[config.mk]
export PLATFORM = sky130hd
export DESIGN_NAME = multicycle_ctrl_flat
export DESIGN_NICKNAME = d
export VERILOG_FILES = /design/src/rtl/multicycle_ctrl_pkg.sv /design/src/rtl/multicycle_ctrl_if.sv /design/src/rtl/multicycle_ctrl_sat_counter.sv /design/src/rtl/multicycle_ctrl.sv /design/src/flat_wrapper.sv
export SDC_FILE = /design/constraint.sdc
export NUM_CORES = 1
export LEC_CHECK = 0
export ABC_AREA = 1
export CORE_MARGIN = 2
export CORE_UTILIZATION = 55
export CTS_BUF_LIST = sky130_fd_sc_hd__clkbuf_8
export DETAILED_ROUTE_END_ITERATION = 10
export HOLD_SLACK_MARGIN = 0.12
export PLACE_DENSITY = 0.81
export SLEW_MARGIN = 25
export SYNTH_ARGS = -nofsm -noshare
export SYNTH_HDL_FRONTEND = slang
export SYNTH_HIERARCHICAL = 1
export SYNTH_SLANG_ARGS = --single-unit
[constraint.sdc]
create_clock -name clk -period 2.67 [get_ports clk]
set_input_delay 0.534 -clock clk [delete_from_list [all_inputs] [get_ports clk]]
set_output_delay 0.534 -clock clk [all_outputs]
set_load 0.005 [all_outputs]
[src/rtl/multicycle_ctrl_pkg.sv]
// Shared definitions for the multicycle controller.
// Contents:
//   - opcode constants
//   - FSM state encoding
//   - PCSrc and ALUOp codes
//   - helpers that classify an opcode and decode its datapath fields
package multicycle_ctrl_pkg;

    localparam logic [5:0] OP_ADD  = 6'b000000;
    localparam logic [5:0] OP_ADDI = 6'b000001;
    localparam logic [5:0] OP_SUB  = 6'b000010;
    localparam logic [5:0] OP_ORI  = 6'b010000;
    localparam logic [5:0] OP_AND  = 6'b010001;
    localparam logic [5:0] OP_OR   = 6'b010010;
    localparam logic [5:0] OP_SLL  = 6'b011000;
    localparam logic [5:0] OP_SW   = 6'b100110;
    localparam logic [5:0] OP_LW   = 6'b100111;
    localparam logic [5:0] OP_BEQ  = 6'b110000;
    localparam logic [5:0] OP_J    = 6'b111000;
    localparam logic [5:0] OP_HALT = 6'b111111;

    localparam logic [1:0] PC_SEQ = 2'b00;
    localparam logic [1:0] PC_BR  = 2'b01;
    localparam logic [1:0] PC_JMP = 2'b10;

    localparam logic [2:0] ALU_ADD = 3'd0;
    localparam logic [2:0] ALU_SUB = 3'd1;
    localparam logic [2:0] ALU_OR  = 3'd2;
    localparam logic [2:0] ALU_AND = 3'd3;
    localparam logic [2:0] ALU_SLL = 3'd4;

    typedef enum logic [3:0] {
        S_IF     = 4'd0,
        S_ID     = 4'd1,
        S_EXE_AL = 4'd2,
        S_EXE_BR = 4'd3,
        S_EXE_LS = 4'd4,
        S_MEM    = 4'd5,
        S_WB_AL  = 4'd6,
        S_WB_LD  = 4'd7,
        S_HALT   = 4'd8
    } state_e;

    typedef enum logic [2:0] {
        CLS_AL,
        CLS_BR,
        CLS_LS,
        CLS_J,
        CLS_HALT,
        CLS_ILL
    } op_class_e;

    typedef struct packed {
        logic [2:0] alu_op;
        logic       alu_src_b;
        logic       ext_sel;
        logic       reg_out;
    } dec_t;

    function automatic op_class_e op_class(input logic [5:0] op);
        op_class_e c;
        case (op)
            OP_ADD, OP_ADDI, OP_SUB, OP_ORI,
            OP_AND, OP_OR, OP_SLL:           c = CLS_AL;
            OP_BEQ:                          c = CLS_BR;
            OP_LW, OP_SW:                    c = CLS_LS;
            OP_J:                            c = CLS_J;
            OP_HALT:                         c = CLS_HALT;
            default:                         c = CLS_ILL;
        endcase
        return c;
    endfunction

    // ext_sel=1 sign-extends the immediate; reg_out=1 writes rd, else rt.
    function automatic dec_t decode_op(input logic [5:0] op);
        dec_t d;
        d = '0;
        case (op)
            OP_ADD:  d = '{ALU_ADD, 1'b0, 1'b0, 1'b1};
            OP_ADDI: d = '{ALU_ADD, 1'b1, 1'b1, 1'b0};
            OP_SUB:  d = '{ALU_SUB, 1'b0, 1'b0, 1'b1};
            OP_ORI:  d = '{ALU_OR,  1'b1, 1'b0, 1'b0};
            OP_AND:  d = '{ALU_AND, 1'b0, 1'b0, 1'b1};
            OP_OR:   d = '{ALU_OR,  1'b0, 1'b0, 1'b1};
            OP_SLL:  d = '{ALU_SLL, 1'b0, 1'b0, 1'b1};
            OP_SW:   d = '{ALU_ADD, 1'b1, 1'b1, 1'b0};
            OP_LW:   d = '{ALU_ADD, 1'b1, 1'b1, 1'b0};
            OP_BEQ:  d = '{ALU_SUB, 1'b0, 1'b1, 1'b0};
            default: d = '0;
        endcase
        return d;
    endfunction

endpackage

[src/rtl/multicycle_ctrl_if.sv]
// Bundle of controller <-> datapath/memory signals.
//   master: controller side (drives requests, controls, status, counters)
//   slave : datapath side (drives opcode, zero flag, memory ready)
interface multicycle_ctrl_if #(
    parameter int OP_W  = 6,
    parameter int CNT_W = 32
);
    logic [OP_W-1:0]  opCode;
    logic             zero;
    logic             imem_ready;
    logic             dmem_ready;
    logic             imem_req;
    logic             dmem_req;
    logic             IRWre;
    logic             PCWre;
    logic             RegWre;
    logic             ALUSrcB;
    logic             ExtSel;
    logic             RegOut;
    logic             DBDataSrc;
    logic             DataMemRW;
    logic [2:0]       ALUOp;
    logic [1:0]       PCSrc;
    logic [3:0]       state;
    logic             halted;
    logic             illegal_op;
    logic [CNT_W-1:0] cycle_cnt;
    logic [CNT_W-1:0] instr_cnt;

    modport master (
        input  opCode, zero, imem_ready, dmem_ready,
        output imem_req, dmem_req, IRWre, PCWre, RegWre, ALUSrcB, ExtSel,
               RegOut, DBDataSrc, DataMemRW, ALUOp, PCSrc, state, halted,
               illegal_op, cycle_cnt, instr_cnt
    );

    modport slave (
        output opCode, zero, imem_ready, dmem_ready,
        input  imem_req, dmem_req, IRWre, PCWre, RegWre, ALUSrcB, ExtSel,
               RegOut, DBDataSrc, DataMemRW, ALUOp, PCSrc, state, halted,
               illegal_op, cycle_cnt, instr_cnt
    );
endinterface

[src/rtl/multicycle_ctrl_sat_counter.sv]
// Up-counter that sticks at all-ones instead of wrapping.
// Ports:
//   clk, reset : clock, async active-high reset (clears count)
//   inc        : increment enable
//   count      : current value
module sat_counter #(
    parameter int W = 32
) (
    input  logic         clk,
    input  logic         reset,
    input  logic         inc,
    output logic [W-1:0] count
);
    logic [W-1:0] count_q;
    logic [W-1:0] count_d;

    always_comb begin
        count_d = count_q;
        if (inc && (count_q != '1)) begin
            count_d = count_q + 1'b1;
        end
    end

    always_ff @(posedge clk or posedge reset) begin
        if (reset) begin
            count_q <= '0;
        end else begin
            count_q <= count_d;
        end
    end

    assign count = count_q;
endmodule

[src/rtl/multicycle_ctrl.sv]
// Multicycle CPU control unit.
// Sequences IF/ID/EXE/MEM/WB, drives the datapath enables, handshakes with the
// instruction and data memories and keeps saturating cycle/instruction counters.
// Ports:
//   clk, reset : clock, async active-high reset
//   bus        : multicycle_ctrl_if master (opcode/flags/ready in; controls,
//                requests, state, status and counters out)
//
// state    | meaning
// ---------+--------------------------------------------------
// IF       | fetch: request imem, latch opcode on imem_ready
// ID       | decode; J and illegal opcodes retire here
// EXE_AL   | ALU operation
// EXE_BR   | branch compare, PC update from zero flag
// EXE_LS   | address calculation for LW/SW
// MEM      | data memory access, held until dmem_ready
// WB_AL    | ALU result write-back
// WB_LD    | load data write-back
// HALT     | stopped until reset
module multicycle_ctrl
    import multicycle_ctrl_pkg::*;
#(
    parameter int OP_W  = 6,
    parameter int CNT_W = 32
) (
    input  logic               clk,
    input  logic               reset,
    multicycle_ctrl_if.master  bus
);
    state_e          state_q, state_d;
    logic [OP_W-1:0] op_q, op_d;

    logic [5:0]  op6;
    op_class_e   cls;
    dec_t        dec;
    logic        is_sw;

    logic imem_req, dmem_req, ir_wre, pc_wre, reg_wre, db_src, mem_rw;
    logic illegal;
    logic [1:0] pc_src;
    logic dec_valid;

    logic [CNT_W-1:0] cycle_cnt, instr_cnt;

    assign op6   = op_q[5:0];
    assign cls   = op_class(op6);
    assign dec   = decode_op(op6);
    assign is_sw = (op6 == OP_SW);

    always_comb begin
        state_d  = state_q;
        op_d     = op_q;
        imem_req = 1'b0;
        dmem_req = 1'b0;
        ir_wre   = 1'b0;
        pc_wre   = 1'b0;
        reg_wre  = 1'b0;
        db_src   = 1'b0;
        mem_rw   = 1'b0;
        illegal  = 1'b0;
        pc_src   = PC_SEQ;
        case (state_q)
            S_IF: begin
                imem_req = 1'b1;
                if (bus.imem_ready) begin
                    ir_wre  = 1'b1;
                    op_d    = bus.opCode;
                    state_d = S_ID;
                end
            end
            S_ID: begin
                case (cls)
                    CLS_AL:   state_d = S_EXE_AL;
                    CLS_BR:   state_d = S_EXE_BR;
                    CLS_LS:   state_d = S_EXE_LS;
                    CLS_HALT: state_d = S_HALT;
                    CLS_J: begin
                        pc_wre  = 1'b1;
                        pc_src  = PC_JMP;
                        state_d = S_IF;
                    end
                    default: begin
                        // undefined opcode retires as a NOP
                        illegal = 1'b1;
                        pc_wre  = 1'b1;
                        state_d = S_IF;
                    end
                endcase
            end
            S_EXE_AL: state_d = S_WB_AL;
            S_WB_AL: begin
                reg_wre = 1'b1;
                pc_wre  = 1'b1;
                state_d = S_IF;
            end
            S_EXE_BR: begin
                pc_wre  = 1'b1;
                pc_src  = bus.zero ? PC_BR : PC_SEQ;
                state_d = S_IF;
            end
            S_EXE_LS: state_d = S_MEM;
            S_MEM: begin
                dmem_req = 1'b1;
                mem_rw   = is_sw;
                if (bus.dmem_ready) begin
                    if (is_sw) begin
                        pc_wre  = 1'b1;
                        state_d = S_IF;
                    end else begin
                        state_d = S_WB_LD;
                    end
                end
            end
            S_WB_LD: begin
                reg_wre = 1'b1;
                db_src  = 1'b1;
                pc_wre  = 1'b1;
                state_d = S_IF;
            end
            S_HALT:  state_d = S_HALT;
            default: state_d = S_IF;
        endcase
    end

    always_ff @(posedge clk or posedge reset) begin
        if (reset) begin
            state_q <= S_IF;
            op_q    <= '0;
        end else begin
            state_q <= state_d;
            op_q    <= op_d;
        end
    end

    assign dec_valid = (state_q != S_IF) && (state_q != S_HALT);

    // State is IF during reset, so everything is qualified with ~reset to
    // keep requests and enables quiet until reset is released.
    assign bus.imem_req   = imem_req & ~reset;
    assign bus.dmem_req   = dmem_req & ~reset;
    assign bus.IRWre      = ir_wre   & ~reset;
    assign bus.PCWre      = pc_wre   & ~reset;
    assign bus.RegWre     = reg_wre  & ~reset;
    assign bus.DBDataSrc  = db_src   & ~reset;
    assign bus.DataMemRW  = mem_rw   & ~reset;
    assign bus.PCSrc      = reset ? PC_SEQ : pc_src;
    assign bus.illegal_op = illegal  & ~reset;
    assign bus.halted     = (state_q == S_HALT) & ~reset;
    assign bus.state      = state_q;

    assign bus.ALUOp   = dec_valid ? dec.alu_op    : 3'd0;
    assign bus.ALUSrcB = dec_valid & dec.alu_src_b;
    assign bus.ExtSel  = dec_valid & dec.ext_sel;
    assign bus.RegOut  = dec_valid & dec.reg_out;

    sat_counter #(.W(CNT_W)) u_cycle_cnt (
        .clk   (clk),
        .reset (reset),
        .inc   (state_q != S_HALT),
        .count (cycle_cnt)
    );

    sat_counter #(.W(CNT_W)) u_instr_cnt (
        .clk   (clk),
        .reset (reset),
        .inc   (pc_wre),
        .count (instr_cnt)
    );

    assign bus.cycle_cnt = cycle_cnt;
    assign bus.instr_cnt = instr_cnt;
endmodule

[src/flat_wrapper.sv]
// flat-port wrapper written by rule: the top's interface ports become plain ports
module multicycle_ctrl_flat import multicycle_ctrl_pkg::*;
#(
    parameter int OP_W  = 6,
    parameter int CNT_W = 32
)
  (clk, reset, bus_opCode, bus_zero, bus_imem_ready, bus_dmem_ready, bus_imem_req, bus_dmem_req, bus_IRWre, bus_PCWre, bus_RegWre, bus_ALUSrcB, bus_ExtSel, bus_RegOut, bus_DBDataSrc, bus_DataMemRW, bus_ALUOp, bus_PCSrc, bus_state, bus_halted, bus_illegal_op, bus_cycle_cnt, bus_instr_cnt);
  multicycle_ctrl_if #(.OP_W(OP_W), .CNT_W(CNT_W)) bus_i ();
  input  logic clk;
  input  logic reset;
  input wire logic [$bits(bus_i.opCode)-1:0] bus_opCode;
  input wire logic [$bits(bus_i.zero)-1:0] bus_zero;
  input wire logic [$bits(bus_i.imem_ready)-1:0] bus_imem_ready;
  input wire logic [$bits(bus_i.dmem_ready)-1:0] bus_dmem_ready;
  output wire logic [$bits(bus_i.imem_req)-1:0] bus_imem_req;
  output wire logic [$bits(bus_i.dmem_req)-1:0] bus_dmem_req;
  output wire logic [$bits(bus_i.IRWre)-1:0] bus_IRWre;
  output wire logic [$bits(bus_i.PCWre)-1:0] bus_PCWre;
  output wire logic [$bits(bus_i.RegWre)-1:0] bus_RegWre;
  output wire logic [$bits(bus_i.ALUSrcB)-1:0] bus_ALUSrcB;
  output wire logic [$bits(bus_i.ExtSel)-1:0] bus_ExtSel;
  output wire logic [$bits(bus_i.RegOut)-1:0] bus_RegOut;
  output wire logic [$bits(bus_i.DBDataSrc)-1:0] bus_DBDataSrc;
  output wire logic [$bits(bus_i.DataMemRW)-1:0] bus_DataMemRW;
  output wire logic [$bits(bus_i.ALUOp)-1:0] bus_ALUOp;
  output wire logic [$bits(bus_i.PCSrc)-1:0] bus_PCSrc;
  output wire logic [$bits(bus_i.state)-1:0] bus_state;
  output wire logic [$bits(bus_i.halted)-1:0] bus_halted;
  output wire logic [$bits(bus_i.illegal_op)-1:0] bus_illegal_op;
  output wire logic [$bits(bus_i.cycle_cnt)-1:0] bus_cycle_cnt;
  output wire logic [$bits(bus_i.instr_cnt)-1:0] bus_instr_cnt;
  assign bus_i.opCode = bus_opCode;
  assign bus_i.zero = bus_zero;
  assign bus_i.imem_ready = bus_imem_ready;
  assign bus_i.dmem_ready = bus_dmem_ready;
  assign bus_imem_req = bus_i.imem_req;
  assign bus_dmem_req = bus_i.dmem_req;
  assign bus_IRWre = bus_i.IRWre;
  assign bus_PCWre = bus_i.PCWre;
  assign bus_RegWre = bus_i.RegWre;
  assign bus_ALUSrcB = bus_i.ALUSrcB;
  assign bus_ExtSel = bus_i.ExtSel;
  assign bus_RegOut = bus_i.RegOut;
  assign bus_DBDataSrc = bus_i.DBDataSrc;
  assign bus_DataMemRW = bus_i.DataMemRW;
  assign bus_ALUOp = bus_i.ALUOp;
  assign bus_PCSrc = bus_i.PCSrc;
  assign bus_state = bus_i.state;
  assign bus_halted = bus_i.halted;
  assign bus_illegal_op = bus_i.illegal_op;
  assign bus_cycle_cnt = bus_i.cycle_cnt;
  assign bus_instr_cnt = bus_i.instr_cnt;
  multicycle_ctrl #(.OP_W(OP_W), .CNT_W(CNT_W)) u_core (.clk(clk), .reset(reset), .bus(bus_i));
endmodule
# After elaboration in Yosys (flattened, before gate mapping)
# Index checks and enable logic that the tools add are counted.
# classes
add_sub_neg,2
n_eq_ne,28
n_mux,25
n_bitwise,13
reduce_logical,16
# ops
operator,n
$add 32x1->32 const B,2
$ne 32x32->1 const B,2
$pmux 6 s8,1
$eq 6x6->1 const B,5
$eq 6x5->1 const B,4
$pmux 4 s6,1
$eq 4x3->1 const B,4
$pmux 4 s4,1
$pmux 3 s5,1
$mux 1,13
$and 1x1->1,12
$eq 4x2->1 const B,2
$mux 4,2
$reduce_or 7->1,1
$eq 3x2->1 const B,2
$eq 6x1->1 const B,1
$eq 6x2->1 const B,1
$logic_not 6->1,1
$mux 3,2
$reduce_or 3->1,2
$reduce_or 5->1,1
$eq 4x1->1 const B,1
$eq 4x4->1 const B,1
$logic_not 4->1,1
other kinds (14),20
# totals
reg_bits,74
input_bits,11
out_inout_bits,85
wordCells,88

# Logic depth before layout (Yosys ltp)
# logic_depth
ltp_word,8
depth_mapped,15
mapped_depth_nobuf,14

# Modules after synthesis
# Netlist, hierarchy kept.
# modules_own_cells
module,n_inst,cells_per_inst,area_per_inst_um2,seq_area_each_um2
sat_counter,2,361,2257.2,800.8
multicycle_ctrl,1,143,908.4,250.2

# Worst setup path after synthesis
# OpenSTA, ideal clock, no wires.
# synth_timing
kind,reg-to-reg
from,"reg u_core.state_q[3], in the netlist u_core/bus.state[3]"
to,"reg u_core.u_instr_cnt.count_q[10], in the netlist u_core/u_instr_cnt/count[10]"
setup_time_ns,0.065
arrival_ns,1.834
required_time_ns,2.605
path_slack_ns,0.772
stages_incl_launch_ff,14
path_buffers,2
period_less_slack_ns,1.898
path_cell_list,dfrtp_1 inv_1 nand2_1 nor2_2 inv_1 nor3_1 nand2_2 nand2_1 inv_1 a21oi_1 buf_6 buf_6 nand2_1 nand2_1
# synth_via
elab_chain_cells,4
word_cells_on_any_way,8
cone_classes,eq/ne (5); mux (1); reduce/logical (2)
# synth_rtl
item,line_no,source
start: declaration,multicycle_ctrl.sv:30,"state_e state_q, state_d;"
start signal: assignment,multicycle_ctrl.sv:130,state_q <= state_d;
$eq 4x3->1 / $eq 4x2->1 (equally long branches),multicycle_ctrl.sv:62,case (state_q)
$reduce_or 3->1 (no line),n/a,
$pmux 1 s3 (*),multicycle_ctrl.sv:62,
via u_core.pc_wre,multicycle_ctrl.sv:38,"logic imem_req, dmem_req, ir_wre, pc_wre, reg_wre, db_src, mem_rw;"
$logic_and 1x1->1 (*),multicycle_ctrl_sat_counter.sv:19,if (inc && (count_q != '1)) begin
end signal: assignment,multicycle_ctrl_sat_counter.sv:28,count_q <= count_d;
end: declaration,multicycle_ctrl_sat_counter.sv:14,logic [W-1:0] count_q;
# The timed path passes the listed nets; every way through them passes the cells marked *.
# A chain may end at the register's enable or synchronous reset.

# Final worst setup path
# layout_timing
from,"reg u_core.op_q[5], in the netlist u_core/op6[5]"
to,out bus_ALUOp[0]
# layout_via
elab_chain_cells,4
word_cells_on_any_way,13
cone_classes,eq/ne (9); mux (2); reduce/logical (2)
# layout_rtl
item,line_no,source
start: declaration,multicycle_ctrl.sv:31,"logic [OP_W-1:0] op_q, op_d;"
start signal: assignment,multicycle_ctrl.sv:131,op_q <= op_d;
$eq 6x1->1 / $eq 6x6->1 (equally long branches),multicycle_ctrl_pkg.sv:78,case (op)
$reduce_or 3->1 (no line),n/a,
$pmux 6 s8 (*),multicycle_ctrl_pkg.sv:78,
$mux 3 (*),multicycle_ctrl.sv:151,assign bus.ALUOp = dec_valid ? dec.alu_op : 3'd0;
end: declaration,flat_wrapper.sv:25,output wire logic [$bits(bus_i.ALUOp)-1:0] bus_ALUOp;
# Every way passes the cells marked *; elsewhere a longest branch is shown, timed or not.

==> results.yml <==
status:
  status: "completed"
timing:
  fin_crit_sh: 0.978
  rsz0062_at_grt: "yes"
  timing.fmax_ghz: 0.383
  hold_viol_final: 0
  worst_pin_slew_ns: 0.536
  fin_ws_ns: 0.0595
  min_period_ns: 2.61
  slew_viol_final: 0
  tns_ns: 0
  setup_viol: 0
  finClkSkew_ns: 0.00752
  max_slew_margin: 0.643
synthesis:
  ys_warn_count: 6
  syn_nets: 878
  synth-seq-cells: 74
  synth_cells: 865
  seq_area_frac_synth: 0.341
  synth_area_mm2: 0.00542
  syn_area_per_cell_um2: 6.27
  ys_types: 36
die:
  die-area_mm2: 0.0107
  fp.dieH_um: 103
  start_util: 0.560
  pin_count: 96
  die_width_um: 103
  std_cell_rows: 36
  core_mm2: 0.00968
power_and_ir_drop:
  ir_worst_vdd_mv: 0.489
  total_power_w: 0.00450
  p_per_area_mw_per_mm2: 661
  power.leakage_nw: 3.27
setup_path:
  crit_chain: "nor2_1 -> nand4_1 -> o31ai_1 -> o21ai_0 -> inv_1 -> clkdlybuf4s50_1"
  path_class: "reg -> out"
  cpMaxStageDelayCell: "clkdlybuf4s50_1"
  required_ns: 2.14
  slowest_delay_ns: 0.52
  start_kind: "flip-flop"
  cp-end-kind: "output pin"
  path_max_fanout: 5
  critPathArrivalTime_ns: 2.08
final_layout:
  fin_nets: 989
  finalNonFillerCells: 1114
  fillers: 823
  area_growth_pct: 25.6
  antennaDiodeCount: 0
  final_common_cell: "nand2_1"
  drive_gt1_frac: 0.0979
  mostFrequentLayoutCells: "417 x nand2_1, 124 x nor2_1, 93 x clkdlybuf4s50_1, 79 x inv_1, 70 x dfrtp_1"
job:
  drv_cap: 0
clock_tree:
  hold_buffers: 0
  worstSkewPairLatency_ns: 0.35
  clkTransAtPathRegs_ns: 0.08
  htreeDepth: 3
  cts_tree: "done"
  cts_buffers: 9
  clockBufferDepth: 2
  root_buffer: "clkbuf_8"
  clkSinkCount: 74
routing:
  antenna_left: 0
  drt_pre_antenna_iters: 5
  drt_iter0_markers: 253
  drc_errors: 0
  met3WireLength_um: 619
  viasPerCell: 4.97
  vias: 5533
  met2WireLength_um: 6530
  top_layer_used: "met4"
  routed_wl_um: 13800
  drt-met1-wl_um: 6410
  routedWlPerCell_um: 12.4
grt:
  grt_pass1_vias: 4843
  grtUsageTotal: 0.263
  antenna_found_initial: 0
  grt_pass1_wl_um: 22200
  grt_max_degree: 33
  gr-total-overflow: 0
place:
  globalplace.congestion: 0.955
  io_buffers: 95
  dp_hpwl_um: 10300
  pre_cts_slack_ns: 0.163
  post-place-cells: 1089
worst_hold_path:
  hp-class: "reg -> reg"
## area by class of cell
cell class | instances | area (um^2) | share of cell area
inverter | 85 | 319 | 0.0468
timing repair buffer | 114 | 1090 | 0.161
sequential | 74 | 1860 | 0.273
clock inverter | 7 | 110 | 0.0162
clock buffer | 9 | 124 | 0.0182
multi-input combinational | 692 | 3140 | 0.461
tap | 133 | 166 | 0.0244
## critical path, delay by kind of cell, from the launching register on
family          cells  cell delay (ns)
simple gates        2             0.48
buf+inv             2             0.58
flops               1             0.44
compound gates      2             0.23
## synth_stat cells
master	count	area (um^2)
xnor2_1	12	105
a21oi_1	8	40.0
dfrtp_1	74	1850
a31oi_1	1	6.26
buf_2	3	15.0
a21oi_4	1	16.3
nand2_4	4	45.0
o21a_1	1	7.51
ha_1	2	25.0
buf_8	4	60.1
nand3b_1	4	30.0
nor2_8	2	40.0
a21oi_2	1	8.76
o31ai_1	1	7.51
nand4_1	4	25.0
buf_6	5	56.3
o221ai_1	1	8.76
nor2_2	12	75.1
or2_4	1	8.76
mux2_2	1	11.3
o211ai_2	1	12.5
nand3_2	2	20.0
inv_2	6	22.5
nor2_4	5	56.3
nand3b_4	2	40.0
nand2_2	11	68.8
buf_4	2	15.0
nor2_1	127	477
and2_1	1	6.26
o21ai_0	10	50.1
o21ai_2	1	8.76
nor3_1	9	45.0
nand2_1	417	1570
inv_1	79	297
xor2_1	12	105
nand3_1	38	190
## metrics by stage
step,hold slack (ns),instance area (um^2),utilization
finish,0.541,6810,0.703
CTS,0.544,6770,0.699
floorplan,0.509,5420,-
global route,0.592,6810,0.703
global placement,0.520,6480,0.669
detailed placement,0.517,6480,0.669
## flip-flops by register name, indices dropped and copies added, names as in the netlist
register and cells:
u_core/u_cycle_cnt/count 32, u_core/u_instr_cnt/count 32, u_core/bus.state 4, u_core/op6 6
## cells by family after synthesis
kind of cell / share of synthesized area
buffers and inverters: 0.0858
muxes: 0.00208
adders and majority gates: 0.00461
AOI/OAI and AO/OA: 0.0307
and+or+nand+nor: 0.497
xor gates and xnor gates: 0.0388
DFF: 0.341
## where the power goes
group          leakage (nW)  switching (W)  internal (W)
Clock                 0.122       0.000429      0.000613
Combinational          2.16        0.00116      0.000771
Sequential            0.989       0.000244       0.00129
Total                  3.27        0.00183       0.00267
## final timing paths
kind	to	slack [ns]	startpoint	depth (start not counted)
worst min register to register	u_core/u_cycle_cnt/count[1]$_DFFE_PP0P_	0.54	u_core/u_cycle_cnt/count[1]$_DFFE_PP0P_	2
worst max-delay path	bus_ALUOp[0]	0.06	u_core/op6[5]$_DFFE_PP0P_	6
max in group asynchronous	u_core/u_instr_cnt/count[12]$_DFFE_PP0P_	1.42	reset	4
min in group asynchronous	u_core/op6[3]$_DFFE_PP0P_	0.71	reset	3
worst min-delay path	u_core/u_cycle_cnt/count[1]$_DFFE_PP0P_	0.54	u_core/u_cycle_cnt/count[1]$_DFFE_PP0P_	2
worst max register to register	u_core/u_cycle_cnt/count[3]$_DFFE_PP0P_	0.47	u_core/u_cycle_cnt/count[0]$_DFFE_PP0P_	9
## timing repair
item                       CTS  global route
setup endpoints to repair    1             6
resized for setup            9             6
buffers inserted             5             4
pin swaps                    2             4
## metal layers
layer	GRT usage	up-vias
li1	-	2845
met1	0.348	2518
met2	0.442	148
met3	0.0383	22
met4	0.0931	0
met5	0	-
Power figures use the tool's default switching activity.
